==> src/rtl/sipo_rx_ctrl.sv <==
// Serial-in/parallel-out receiver: frames start on a start pulse, assembles WIDTH
// qualified bits, then holds the word until a valid/ready handshake drains it.
`timescale 1ns/1ps
module sipo_rx_ctrl #(
  parameter int unsigned WIDTH     = 8,
  parameter bit          MSB_FIRST = 1'b1
) (
  input  logic             clk,
  input  logic             rst,
  input  logic             start,
  input  logic             abort,
  input  logic             si,
  input  logic             si_valid,
  output logic [WIDTH-1:0] dout,
  output logic             dout_valid,
  input  logic             dout_ready,
  output logic             busy,
  output logic             overrun
);

  localparam int unsigned CW = $clog2(WIDTH + 1);

  typedef enum logic [1:0] {
    S_IDLE,
    S_SHIFT,
    S_HOLD
  } state_t;

  state_t           r_state, w_state_nxt;
  logic [CW-1:0]    r_cnt, w_cnt_nxt;
  logic [WIDTH-1:0] r_shift, w_shift_nxt, w_shifted;
  logic [WIDTH-1:0] r_dout, w_dout_nxt;
  logic             r_dout_valid, w_dout_valid_nxt;
  logic             r_busy, w_busy_nxt;
  logic             r_overrun, w_overrun_nxt;

  always_comb begin
    if (MSB_FIRST) w_shifted = {r_shift[WIDTH-2:0], si};
    else           w_shifted = {si, r_shift[WIDTH-1:1]};
  end

  always_comb begin
    w_state_nxt      = r_state;
    w_cnt_nxt        = r_cnt;
    w_shift_nxt      = r_shift;
    w_dout_nxt       = r_dout;
    w_dout_valid_nxt = r_dout_valid;
    w_overrun_nxt    = 1'b0;
    unique case (r_state)
      S_IDLE: begin
        if (start) begin
          w_state_nxt = S_SHIFT;
          w_cnt_nxt   = '0;
          w_shift_nxt = '0;
        end
      end
      S_SHIFT: begin
        // abort outranks a restart, and a restart outranks the data bit
        if (abort) begin
          w_state_nxt = S_IDLE;
          w_cnt_nxt   = '0;
        end else if (start) begin
          w_cnt_nxt   = '0;
          w_shift_nxt = '0;
        end else if (si_valid) begin
          w_shift_nxt = w_shifted;
          w_cnt_nxt   = r_cnt + CW'(1);
          if (r_cnt == CW'(WIDTH - 1)) begin
            w_state_nxt      = S_HOLD;
            w_dout_nxt       = w_shifted;
            w_dout_valid_nxt = 1'b1;
          end
        end
      end
      S_HOLD: begin
        w_overrun_nxt = si_valid;
        if (r_dout_valid && dout_ready) begin
          w_state_nxt      = S_IDLE;
          w_dout_valid_nxt = 1'b0;
        end
      end
      default: begin
        w_state_nxt = S_IDLE;
      end
    endcase
    w_busy_nxt = (w_state_nxt != S_IDLE);
  end

  always_ff @(posedge clk or negedge rst) begin
    if (!rst) begin
      r_state      <= S_IDLE;
      r_cnt        <= '0;
      r_shift      <= '0;
      r_dout       <= '0;
      r_dout_valid <= 1'b0;
      r_busy       <= 1'b0;
      r_overrun    <= 1'b0;
    end else begin
      r_state      <= w_state_nxt;
      r_cnt        <= w_cnt_nxt;
      r_shift      <= w_shift_nxt;
      r_dout       <= w_dout_nxt;
      r_dout_valid <= w_dout_valid_nxt;
      r_busy       <= w_busy_nxt;
      r_overrun    <= w_overrun_nxt;
    end
  end

  assign dout       = r_dout;
  assign dout_valid = r_dout_valid;
  assign busy       = r_busy;
  assign overrun    = r_overrun;

endmodule

==> config.mk <==
export PLATFORM = sky130hd
export DESIGN_NAME = sipo_rx_ctrl
export DESIGN_NICKNAME = d
export VERILOG_FILES = /design/src/rtl/sipo_rx_ctrl.sv
export SDC_FILE = /design/constraint.sdc
export NUM_CORES = 1
export LEC_CHECK = 0
export CORE_MARGIN = 2
export CORE_UTILIZATION = 55
export CTS_BUF_LIST = sky130_fd_sc_hd__clkbuf_8 sky130_fd_sc_hd__clkbuf_16
export DETAILED_ROUTE_END_ITERATION = 12
export PLACE_DENSITY_LB_ADDON = 0.3
export SKIP_CTS_REPAIR_TIMING = 1
export SKIP_LAST_GASP = 1
export SLEW_MARGIN = 25
export SYNTH_ARGS = -nofsm -noshare
export SYNTH_HDL_FRONTEND = slang
export SYNTH_SLANG_ARGS = --single-unit
==> constraint.sdc <==
create_clock -name clk -period 4.6 [get_ports clk]
set_clock_uncertainty 0.15 [all_clocks]
set_input_delay 0.92 -clock clk [delete_from_list [all_inputs] [get_ports clk]]
set_output_delay 0.92 -clock clk [all_outputs]
set_load 0.02 [all_outputs]
# == Word level (Yosys, flattened, before mapping) ==
# Cells that the tools add are included.
# totals
elab_cells,54
input_bits,7
out_inout_bits,11
reg_bits,24
# classes
n_mux,24
addsub,1
eq_ne,11
bitwise_logic,2
n_reduce_logical,9
# op_table
cell,count
7-bit 2-to-1 mux,4
4-bit 2-to-1 mux,4
7-bit one-hot mux with 2 select lines,1
2-bit 2-to-1 mux,6
"2-bit != test, second input constant",6
4-bit one-hot mux with 2 select lines,1
1-bit 2-to-1 mux,6
2-bit one-hot mux with 3 select lines,1
6-bit AND reduction,1
2-bit nonzero test,3
5-bit AND reduction,1
"4-bit by 1-bit adder with 4-bit output, second input constant",1
"4-bit by 3-bit == test with 1-bit output, second input constant",1
"4-bit != test, second input constant",1
4-bit AND reduction,1
"3-bit != test, second input constant",1
3-bit AND reduction,1
"2-bit by 1-bit == test with 1-bit output, second input constant",1
"2-bit == test, second input constant",1
2-bit zero test,1
1-bit NOT,2
1-bit one-hot mux with 2 select lines,1
1-bit logical AND,1

# == Logic depth before layout (Yosys ltp) ==
# Gate-level depths: netlist of the first run.
# logic_depth
depth_word,7
depth_mapped,4

# == Worst setup path before layout of the first run ==
# OpenSTA, ideal clock, no wires.
# synth_timing
path_type,input to register
startpoint,input port abort
endpoint,register r_dout[0] (netlist: dout[0])
arrival_ns,1.957
required_ns,4.325
cell_stages,3
slack_ns,2.368
n_path_buf,0
cell_sequence,or3b_4 > nor3_4 > mux2_2
# synth_via
elab_chain_cells,2
# synth_lines
element,line_no,rtl
"start, declared",11,"input logic abort,"
1-bit NOT (no line),n/a,
5-bit AND reduction (no line),n/a,
"end signal, assigned",102,r_dout <= w_dout_nxt;
"end, declared",32,"logic [WIDTH-1:0] r_dout, w_dout_nxt;"
# Every way passes these cells.
# A chain may end at the register's enable or synchronous reset.

# == Worst setup path in the final report of the first run ==
# layout_timing
startpoint,input port abort
endpoint,register r_dout[3] (netlist: dout[3])
# Same word-level chain as after synthesis.

==> results of run 1 <==
## layout by cell type (no fill, tap or decap)
cell type                         Yosys  routed
sky130_fd_sc_hd__and3_1               1       1
sky130_fd_sc_hd__nor3_4               1       1
sky130_fd_sc_hd__a211oi_1             1       1
sky130_fd_sc_hd__o22a_1               1       1
sky130_fd_sc_hd__nand4b_1             1       1
sky130_fd_sc_hd__inv_1               10      10
sky130_fd_sc_hd__clkbuf_8             0       3
sky130_fd_sc_hd__nand2_1             11      11
sky130_fd_sc_hd__buf_2                1       1
sky130_fd_sc_hd__nor2_1               2       2
sky130_fd_sc_hd__nand3_1              2       2
sky130_fd_sc_hd__o21ai_0              2       2
sky130_fd_sc_hd__o22ai_1              2       2
sky130_fd_sc_hd__xnor2_1              1       1
sky130_fd_sc_hd__clkdlybuf4s50_1      0      16
sky130_fd_sc_hd__mux2_2              10      10
sky130_fd_sc_hd__nor4_1               1       1
sky130_fd_sc_hd__or3b_4               1       1
sky130_fd_sc_hd__a211oi_2             1       1
sky130_fd_sc_hd__dfrtp_1             24      24
sky130_fd_sc_hd__nor3_1               1       1
sky130_fd_sc_hd__ha_1                 1       1
sky130_fd_sc_hd__a21boi_0             1       1
sky130_fd_sc_hd__mux2i_1              9       9
sky130_fd_sc_hd__nor4b_1              1       1
sky130_fd_sc_hd__a21oi_1              2       2
sky130_fd_sc_hd__o21bai_1             1       1
sky130_fd_sc_hd__nor3b_1              2       2
## area by class of cell
cell class	instances	share of cell area (%)
clock buffer	3	3.140
tap	27	2.569
timing repair buffer	17	12.56
multi-input combinational	56	33.21
inverter	10	2.854
sequential	24	45.67
## worst paths after layout
check	from	end	slack [ns]	cells past startpoint
setup reg to reg	r_state[0]	dout[3]	2.60	3
min in group asynchronous	rst	dout[6]	0.48	1
hold / removal	dout[4]	dout[4]	0.36	1
max in group asynchronous	rst	r_cnt[2]	3.46	1
hold reg to reg	dout[4]	dout[4]	0.36	1
setup / recovery	abort	dout[3]	1.94	4
## metal layers
layer	vias up	routed length [um]
met5	-	0
met4	0	23
met3	4	90
met2	20	903
met1	360	905
li1	353	-
## power groups by stage
stage                     registers, mW  logic [mW]  clock network, mW
final                             0.219      0.0347              0.119
after global routing              0.220      0.0378              0.131
after CTS                         0.219      0.0355              0.120
after detailed placement          0.224      0.0351                  0
after global placement            0.223      0.0346                  0
after floorplan                   0.222      0.0204                  0
## logic make-up after synthesis
logic type,Yosys count
fa+ha+maj,1
compound gates,11
mux,19
xor+xnor,1
buf+inv,12
simple gates,24
flops,24
## cell usage after synthesis, drive strengths merged
master,instances
mux2i,9
nand4b,1
o22a,1
inv,10
nor3,2
ha,1
nand3,2
nor4,1
buf,2
nor3b,2
nor2,2
and3,1
a21boi,1
mux2,10
a211oi,2
nor4b,1
xnor2,1
o22ai,2
nand2,11
o21bai,1
dfrtp,24
or3b,1
o21ai,2
a21oi,2
## metrics by stage
stage / setup WS (ns) / utilization, % / std cells
final: 1.936 / 68.42 / 137
after global routing: 1.851 / 68.42 / 137
after CTS: 1.933 / 68.68 / 137
after detailed placement: 1.658 / 66.54 / 134
after global placement: 1.696 / 66.54 / 134
after floorplan: 2.368 / - / 92
## state kept, by name (all words and copies together), names as in the netlist
| name | flops |
|---|---|
| busy | 1 |
| dout | 8 |
| dout_valid | 1 |
| overrun | 1 |
| r_cnt | 4 |
| r_shift | 7 |
| r_state | 2 |
## worst reg2reg max path, cell delays in order, from the launching register on
cell and delay, ns:
sky130_fd_sc_hd__dfrtp_1 0.55, sky130_fd_sc_hd__or3b_4 0.45, sky130_fd_sc_hd__nor3_4 0.36, sky130_fd_sc_hd__mux2_2 0.39
==> reports/metrics.cfg, run 1 <==
[sta]
fin_hold_ws_ns = 0.3624
layout_worst_path_cycle_share_pct = 57.91
worst_slew_pin_slew_ns = 0.8377
timing.final.hold_violations = 0
period_minus_slack_ns = 2.664
final-max-slew-violation-count = 0
final_number_of_setup_violating_endpoints = 0
worst_slew_margin_rel_pct = 44.05
rsz_0062_raised_after_global_routing = no
achievable-frequency_mhz = 375.4
fin_setup_tns_ns = 0

[logic_synthesis]
synth_top_family_by_area = multiplexers
synth.ff_latch_count = 24
synth_adder_area_share_pct = 1.151
ys_warn_count = 0
synth_compound_gate_area_share_pct = 7.020
netlist_cell_types = 27
synth-xor-area-share_pct = 0.8055
synthesis.nets = 100
avgSynthCellArea_um2 = 11.82
synth_cells = 92
synth_top_area_share_pct = 55.24
mappedNetlistArea_um2 = 1087
fraction_of_the_mapped_netlist_area_in_simple_logic_gates_pct = 12.54
share_of_cell_area_taken_by_muxes_after_synthesis_pct = 18.64
synth.largest_area_cell = sky130_fd_sc_hd__dfrtp_1
synth.yosys.seq_area_share_pct = 55.24
ys_top_cells_by_area = sky130_fd_sc_hd__dfrtp_1 (55%), sky130_fd_sc_hd__mux2_2 (10%), sky130_fd_sc_hd__mux2i_1 (8.3%)

[placed_design]
dp_hpwl_um = 1337
placed_cell_area_um2 = 1279
gp_congestion = 0.8069
placement.io_buffers = 17

[route]
drc_errors = 0
drt.antenna.violating_nets = 0
postRouteWirelength_um = 1922
detail_route.iter0.violations = 10
wire_per_inst_um = 14.03
detail_route.first_pass.iterations = 4
route.vias.total = 737
avgViaCountPerCell = 5.380

[clocking]
tritoncts = done
htree_levels = 1
cts-buffers-inserted = 3
cts-root-to-sink-buffers = 2
clockRootBuffer = sky130_fd_sc_hd__clkbuf_8
cts.sink_count = 24
cts.clk_slew.worst_paths_ns = 0.08
clk_latency_ns = 0.26

[setup_path]
critical-path-max-stage-delay_ns = 0.53
timing.critical_path.fanout_max = 9
timing.critical_path.buf_inv = 1
timing.critical_path.arrival_ns = 2.66
crit_path_end_kind = flop
cpLargestDelayFamily = simple AND/OR/NAND/NOR gates
critPathKind = in2reg
cp_data_required_time_ns = 4.60
crit_chain = clkdlybuf4s50_1 > or3b_4 > nor3_4 > mux2_2
timing.critical_path.slowest_stage_cell = sky130_fd_sc_hd__clkdlybuf4s50_1
worst_setup_path_start_kind = input port

[global_routing]
globalRouteTotalUtil_pct = 18.38
grt_busiest_layer = met2
use_met1_pct = 22.46
globalRouteMet3Util_pct = 5.247
grt_overflow_total = 0
grt_pass1_wl_um = 3249
groute.layer.met2.usage_pct = 29.86
grt_max_degree = 25
antenna_found_initial = 0
first_global_vias = 733

[final_layout]
n_fill_cell = 164
drive_above_1_share_pct = 15.45
postLayoutCellArea_um2 = 1315
syn_to_final_growth_pct = 20.94
area_occupied_by_multi_input_gates_um2 = 436.7
final-seq-area_um2 = 600.6
antenna_cells_inserted = 0
nets = 120

[floorplanning]
core_area_um2 = 1922
die_span_in_y_um = 48.46
dieArea_um2 = 2348
start_util_pct = 56.58
fp-row-count = 16
die_width_um = 48.46
io_pins = 18

[power]
power_frac_seq_pct = 58.8
p_int_uw = 289.2
net-switching-power_uw = 83.82
power_frac_comb_pct = 9.3
clock_power_share_pct = 31.9
power.static_leakage_nw = 0.5873
vdd_drop_max_v = 0.0001992
cellPowerDensity_nw_per_um2 = 283.6
design_power_total_uw = 373.0
switching_share_pct = 22.47

[min_path]
holdCritPathClass = reg2reg

[status]
run_status = complete, no violations

[job]
drv.max_cap_violation_count = 0

No activity file was read; power rests on OpenSTA's default activity.
==> run 2, diff against run 1 <==
--- a/config.mk
+++ b/config.mk
@@ -6,7 +6,7 @@
 export NUM_CORES = 1
 export LEC_CHECK = 0
 export CORE_MARGIN = 2
-export CORE_UTILIZATION = 55
+export CORE_UTILIZATION = 46
 export CTS_BUF_LIST = sky130_fd_sc_hd__clkbuf_8 sky130_fd_sc_hd__clkbuf_16
 export DETAILED_ROUTE_END_ITERATION = 12
 export PLACE_DENSITY_LB_ADDON = 0.3
==> constraint.sdc (replaced) <==
create_clock -name clk -period 2.2 [get_ports clk]
set_clock_uncertainty 0.15 [all_clocks]
set_input_delay 0.44 -clock clk [delete_from_list [all_inputs] [get_ports clk]]
set_output_delay 0.44 -clock clk [all_outputs]
set_load 0.02 [all_outputs]
==> run 2 against run 1 <==
Against the previous run:
- sequential share of layout area decreased by 4.1 points
- global-route usage decreased by 0.12 points
- total power increased to 2.5 times the previous value
- worst setup slack got worse by 1.6 ns
- critical path depth increased by 1
- critical path type unchanged
- largest power group unchanged
==> reports/metrics.cfg, run 2 (synthesis results as in run 1) <==
[sta]
worst_slew_pin_slew_ns = 0.3053  ; was 0.8377 ns
period_minus_slack_ns = 1.909
layout_worst_path_cycle_share_pct = 86.79
worst_slew_margin_rel_pct = 79.61  ; was 44.05%
final-max-slew-violation-count = 0  ; unchanged
timing.final.hold_violations = 0  ; unchanged
rsz_0062_raised_after_global_routing = no  ; unchanged
setup_ws_ns = 0.2906  ; was 1.936 ns
final_number_of_setup_violating_endpoints = 0  ; unchanged
achievable-frequency_mhz = 523.7
fin_setup_tns_ns = 0  ; unchanged

[final_layout]
largest_reg_flops = 8  ; unchanged
syn_to_final_growth_pct = 33.03  ; was 20.94%
final_cells = 150  ; was 137
postLayoutCellArea_um2 = 1446  ; was 1315 um^2
antenna_cells_inserted = 0  ; unchanged
drive_above_1_share_pct = 22.95  ; was 15.45%
layout.cells.most_common = sky130_fd_sc_hd__dfrtp_1  ; unchanged
layout.cells.most_common_list = sky130_fd_sc_hd__dfrtp_1 (24), sky130_fd_sc_hd__clkdlybuf4s50_1 (17), sky130_fd_sc_hd__nand2_1 (11)  ; was sky130_fd_sc_hd__dfrtp_1 (24), sky130_fd_sc_hd__clkdlybuf4s50_1 (16), sky130_fd_sc_hd__nand2_1 (11), sky130_fd_sc_hd__inv_1 (10), sky130_fd_sc_hd__mux2_2 (10)
nets = 131  ; was 120

[setup_path]
crit_path_end_kind = flop  ; unchanged
timing.critical_path.fanout_max = 9  ; unchanged
worst_setup_path_start_kind = input port  ; unchanged
cp_data_required_time_ns = 2.21  ; was 4.60 ns
critPathKind = in2reg  ; unchanged
timing.critical_path.arrival_ns = 1.92  ; was 2.66 ns

[route]
postRouteWirelength_um = 2149  ; was 1922 um
wire_per_inst_um = 14.33  ; was 14.03 um
detail_route.first_pass.iterations = 6  ; was 4
drc_errors = 0  ; unchanged
drt.antenna.violating_nets = 0  ; unchanged
detail_route.iter0.violations = 10  ; unchanged
route.vias.total = 785  ; was 737
detail_route.wirelength.met1_um = 1002  ; was 905 um
routed-wl-met2_um = 1047  ; was 903 um
avgViaCountPerCell = 5.233  ; was 5.380
wl_met3_um = 74  ; was 90 um
top_layer = met4  ; unchanged

[floorplanning]
die_span_in_y_um = 52.62  ; was 48.46 um
fp-row-count = 17  ; was 16
start_util_pct = 48.68  ; was 56.58%
io_pins = 18  ; unchanged
core_area_um2 = 2233  ; was 1922 um^2
dieArea_um2 = 2768  ; was 2348 um^2
die_width_um = 52.62  ; was 48.46 um

[status]
run_status = complete, no violations  ; unchanged

[placed_design]
placed_cell_area_um2 = 1375  ; was 1279 um^2
placedCellCount = 146  ; was 134
placement.io_buffers = 17  ; unchanged
gp_congestion = 0.7639  ; was 0.8069
dp_hpwl_um = 1411  ; was 1337 um
dp_slack_ns = 0.0005276  ; was 1.658 ns

[power]
power_frac_seq_pct = 48.7  ; was 58.8%
power.static_leakage_nw = 0.6577  ; was 0.5873 nW
power_frac_comb_pct = 10.0  ; was 9.3%
net-switching-power_uw = 195.3  ; was 83.82 uW
vdd_drop_max_v = 0.0003929  ; was 0.0001992 V
p_int_uw = 738.9  ; was 289.2 uW
clock_power_share_pct = 41.3  ; was 31.9%
switching_share_pct = 20.91  ; was 22.47%
cellPowerDensity_nw_per_um2 = 645.8  ; was 283.6 nW/um^2

[clocking]
tritoncts = done  ; unchanged
cts.clk_slew.worst_paths_ns = 0.09  ; was 0.08 ns
clockRootBuffer = sky130_fd_sc_hd__clkbuf_8  ; unchanged
htree_levels = 1  ; unchanged
cts.sink_count = 24  ; unchanged
cts-root-to-sink-buffers = 2  ; unchanged
clk_latency_ns = 0.27  ; was 0.26 ns
cts-buffers-inserted = 3  ; unchanged

[global_routing]
grt_pass1_wl_um = 3643  ; was 3249 um
globalRouteTotalUtil_pct = 18.26  ; was 18.38%
first_global_vias = 852  ; was 733
antenna_found_initial = 0  ; unchanged
grt_max_degree = 25  ; unchanged
grt_overflow_total = 0  ; unchanged

[job]
drv.max_cap_violation_count = 0  ; unchanged

[min_path]
holdCritPathClass = in2async  ; was reg2reg

==> run 2: final cells by class <==
cell class,count,area (um^2)
inverters,10,37.54
repair buffers,28,265.3
clock inverters,1,30.03
fillers,180,787.0
flip-flops and latches,24,600.6
multi-input cells,56,436.7
clock buffers,3,41.29
well taps,28,35.03
==> run 2: final timing paths <==
check / end / slack, ns / start / cells past startpoint
setup reg to reg: dout[4] / 0.43 / r_cnt[0] / 5
hold reg to reg: dout[1] / 0.37 / dout[1] / 1
hold / removal: dout[7] / 0.37 / rst / 2
min in group clk: dout[1] / 0.37 / dout[1] / 1
setup / recovery: dout[4] / 0.29 / abort / 5
max in group asynchronous: dout[1] / 1.29 / rst / 2
==> run 2: worst max-delay path, stage by stage <==
cell and delay (ns):
sky130_fd_sc_hd__clkdlybuf4s50_1 0.42, sky130_fd_sc_hd__or3b_4 0.41, sky130_fd_sc_hd__nor3_4 0.16, sky130_fd_sc_hd__buf_12 0.15
sky130_fd_sc_hd__mux2_2 0.33
==> run 2: power by group through the flow <==
stage               Clock (mW)  Sequential, mW  Combinational (mW)
floorplan                    0           0.465              0.0427
global placement             0           0.463              0.0910
detailed placement           0           0.463              0.0928
CTS                      0.390           0.455              0.0943
global route             0.410           0.455               0.102
finish                   0.386           0.455              0.0938
==> run 2: per-stage QoR <==
step / utilization (%) / hold WS [ns] / total power, mW
2_1_floorplan: - / -0.005591 / 0.5076
3_3_place_gp: 61.57 / 0.3374 / 0.5538
3_5_place_dp: 61.57 / 0.3492 / 0.5559
4_1_cts: 64.76 / 0.3705 / 0.9386
5_1_grt: 64.76 / 0.3838 / 0.9675
6_report: 64.76 / 0.3664 / 0.9341
==> run 2: per-layer routing <==
metal | GRT usage (%) | vias up
li1 | - | 375
met1 | 21.04 | 386
met2 | 32.50 | 20
met3 | 3.429 | 4
met4 | 8.120 | 0
met5 | 0 | -
==> run 3, diff against run 2 <==
--- a/config.mk
+++ b/config.mk
@@ -6,9 +6,10 @@
 export NUM_CORES = 1
 export LEC_CHECK = 0
 export CORE_MARGIN = 2
-export CORE_UTILIZATION = 46
+export CORE_UTILIZATION = 54
 export CTS_BUF_LIST = sky130_fd_sc_hd__clkbuf_8 sky130_fd_sc_hd__clkbuf_16
 export DETAILED_ROUTE_END_ITERATION = 12
+export DONT_BUFFER_PORTS = 1
 export PLACE_DENSITY_LB_ADDON = 0.3
 export SKIP_CTS_REPAIR_TIMING = 1
 export SKIP_LAST_GASP = 1
==> run 3 against run 2 <==
Against the previous run:
- critical path depth is 1 lower
- sequential share of layout area is 6.9 points higher
- combinational power is 27% lower
- via count is 9.9% lower
- critical path type is now reg2reg
- highest routed layer unchanged
==> reports/metrics.cfg, run 3 (synthesis results as in run 1) <==
[route]
detail_route.iter0.violations = 23  ; was 10
detail_route.first_pass.iterations = 4  ; was 6
avgViaCountPerCell = 5.567  ; was 5.233
wire_per_inst_um = 14.84  ; was 14.33 um
postRouteWirelength_um = 1885  ; was 2149 um
route.vias.total = 707  ; was 785
drt.antenna.violating_nets = 0  ; unchanged
drc_errors = 0  ; unchanged

[setup_path]
worstReg2RegStart = r_cnt[0]  ; unchanged
critPathKind = reg2reg  ; was in2reg
cpLargestDelayFamily = simple AND/OR/NAND/NOR gates  ; was buffers and inverters
timing.critical_path.buf_inv = 0  ; was 2
critical-path-max-stage-delay_ns = 0.47  ; was 0.42 ns
crit_chain = ha_1 > nand4b_1 > nor3_4 > mux2_2  ; was clkdlybuf4s50_1 > or3b_4 > nor3_4 > buf_12 > mux2_2
minimum_setup_slack_among_reg_to_reg_paths_ns = 0.26  ; was 0.43 ns
timing.critical_path.fanout_max = 9  ; unchanged
worst_setup_path_start_kind = flop  ; was input port
r2r-end = dout[7]  ; was dout[4]
timing.critical_path.arrival_ns = 1.94  ; was 1.92 ns
crit_path_end_kind = flop  ; unchanged
cp_data_required_time_ns = 2.20  ; was 2.21 ns
worst-r2r-cell-count = 4  ; was 5
timing.critical_path.slowest_stage_cell = sky130_fd_sc_hd__nor3_4  ; was sky130_fd_sc_hd__clkdlybuf4s50_1

[power]
vdd_drop_max_v = 0.0004504  ; was 0.0003929 V
power.static_leakage_nw = 0.5740  ; was 0.6577 nW
cellPowerDensity_nw_per_um2 = 730.1  ; was 645.8 nW/um^2

[sta]
timing.final.hold_violations = 0  ; unchanged
final-max-slew-violation-count = 0  ; unchanged
rsz_0062_raised_after_global_routing = no  ; unchanged
final_number_of_setup_violating_endpoints = 0  ; unchanged
worst_slew_margin_rel_pct = 69.42  ; was 79.61%
period_minus_slack_ns = 1.936  ; was 1.909 ns
achievable-frequency_mhz = 516.5  ; was 523.7 MHz
fin_setup_tns_ns = 0  ; unchanged
worst_slew_pin_slew_ns = 0.4573  ; was 0.3053 ns
layout_worst_path_cycle_share_pct = 88.01  ; was 86.79%

[floorplanning]
core_area_um2 = 1922  ; was 2233 um^2
start_util_pct = 56.58  ; was 48.68%
fp-row-count = 16  ; was 17
die_span_in_y_um = 48.87  ; was 52.62 um
io_pins = 18  ; unchanged
die_width_um = 48.87  ; was 52.62 um
dieArea_um2 = 2388  ; was 2768 um^2

[clocking]
htree_levels = 1  ; unchanged
cts-buffers-inserted = 3  ; unchanged
clockRootBuffer = sky130_fd_sc_hd__clkbuf_8  ; unchanged
clk_latency_ns = 0.26  ; was 0.27 ns
tritoncts = done  ; unchanged
cts.clk_slew.worst_paths_ns = 0.08  ; was 0.09 ns
cts-root-to-sink-buffers = 2  ; unchanged
cts.sink_count = 24  ; unchanged

[min_path]
holdCritPathClass = in2reg  ; was in2async
worst_hold_stages = 2
whs_endpoint = overrun
holdCritStartpoint = si_valid

[global_routing]
antenna_found_initial = 0  ; unchanged
grt_busiest_layer = met2  ; unchanged
globalRouteTotalUtil_pct = 17.44  ; was 18.26%
grt_pass1_wl_um = 3160  ; was 3643 um
grt_max_degree = 25  ; unchanged
globalRouteMet3Util_pct = 5.521  ; was 3.429%
use_met1_pct = 20.16  ; was 21.04%
first_global_vias = 737  ; was 852
groute.layer.met2.usage_pct = 28.77  ; was 32.50%
grt_overflow_total = 0  ; unchanged

[placed_design]
placement.io_buffers = 0  ; was 17
placed_cell_area_um2 = 1139  ; was 1375 um^2
dp_hpwl_um = 1273  ; was 1411 um
gp_congestion = 0.8548  ; was 0.7639

[final_layout]
layout.cells.most_common = sky130_fd_sc_hd__dfrtp_1  ; unchanged
largest_reg_flops = 8  ; unchanged
layout.cells.most_common_list = sky130_fd_sc_hd__dfrtp_1 (24), sky130_fd_sc_hd__nand2_1 (11), sky130_fd_sc_hd__inv_1 (10), sky130_fd_sc_hd__mux2_2 (10), sky130_fd_sc_hd__mux2i_1 (9)  ; was sky130_fd_sc_hd__dfrtp_1 (24), sky130_fd_sc_hd__clkdlybuf4s50_1 (17), sky130_fd_sc_hd__nand2_1 (11)
postLayoutCellArea_um2 = 1240  ; was 1446 um^2
nets = 109  ; was 131
drive_above_1_share_pct = 22.00  ; was 22.95%
syn_to_final_growth_pct = 14.04  ; was 33.03%
antenna_cells_inserted = 0  ; unchanged

[status]
run_status = complete, no violations  ; unchanged

[job]
drv.max_cap_violation_count = 0  ; unchanged

-- run 3: stage by stage --
stage               hold WS, ns  power [mW]  cells  utilization, %  setup WS (ns)
floorplan             -0.005591      0.5076     92               -         0.4481
detailed placement    -0.005024      0.5211    121           59.24         0.2819
global placement      -0.004981      0.5199    121           59.24         0.3302
CTS                     -0.2972      0.8996    125           62.96         0.2549
finish                   0.1298      0.9052    127           64.52         0.2638
global route             0.1306      0.9383    127           64.52         0.1400
-- run 3: cell type report --
cell class                 instances  area, um^2
fill                             168       681.9
sequential                        24       600.6
multi-input combinational         56       436.7
timing repair buffer               6       60.06
clock buffer                       3       41.29
inverter                          10       37.54
tap                               27       33.78
clock inverter                     1       30.03
-- run 3: power breakdown --
| part | total, mW | internal, mW | switching (mW) |
|---|---|---|---|
| Sequential | 0.457 | 0.449 | 0.00798 |
| Combinational | 0.0686 | 0.0323 | 0.0362 |
| Clock | 0.380 | 0.243 | 0.137 |
-- run 3: how the worst max path moves through the flow --
| stage | startpoint | to | depth (start not counted) |
|---|---|---|---|
| after floorplan | abort | dout[0] | 3 |
| after global placement | r_cnt[0] | dout[1] | 4 |
| after detailed placement | r_cnt[0] | dout[1] | 4 |
| after CTS | r_cnt[0] | dout[2] | 4 |
| after global routing | r_cnt[0] | dout[1] | 4 |
| final | r_cnt[0] | dout[7] | 4 |
-- run 3: per-layer routing --
layer,share of wire [%],vias up
met5,0,-
met1,43,344
li1,-,333
met2,49,26
met3,6.5,4
met4,1.1,0
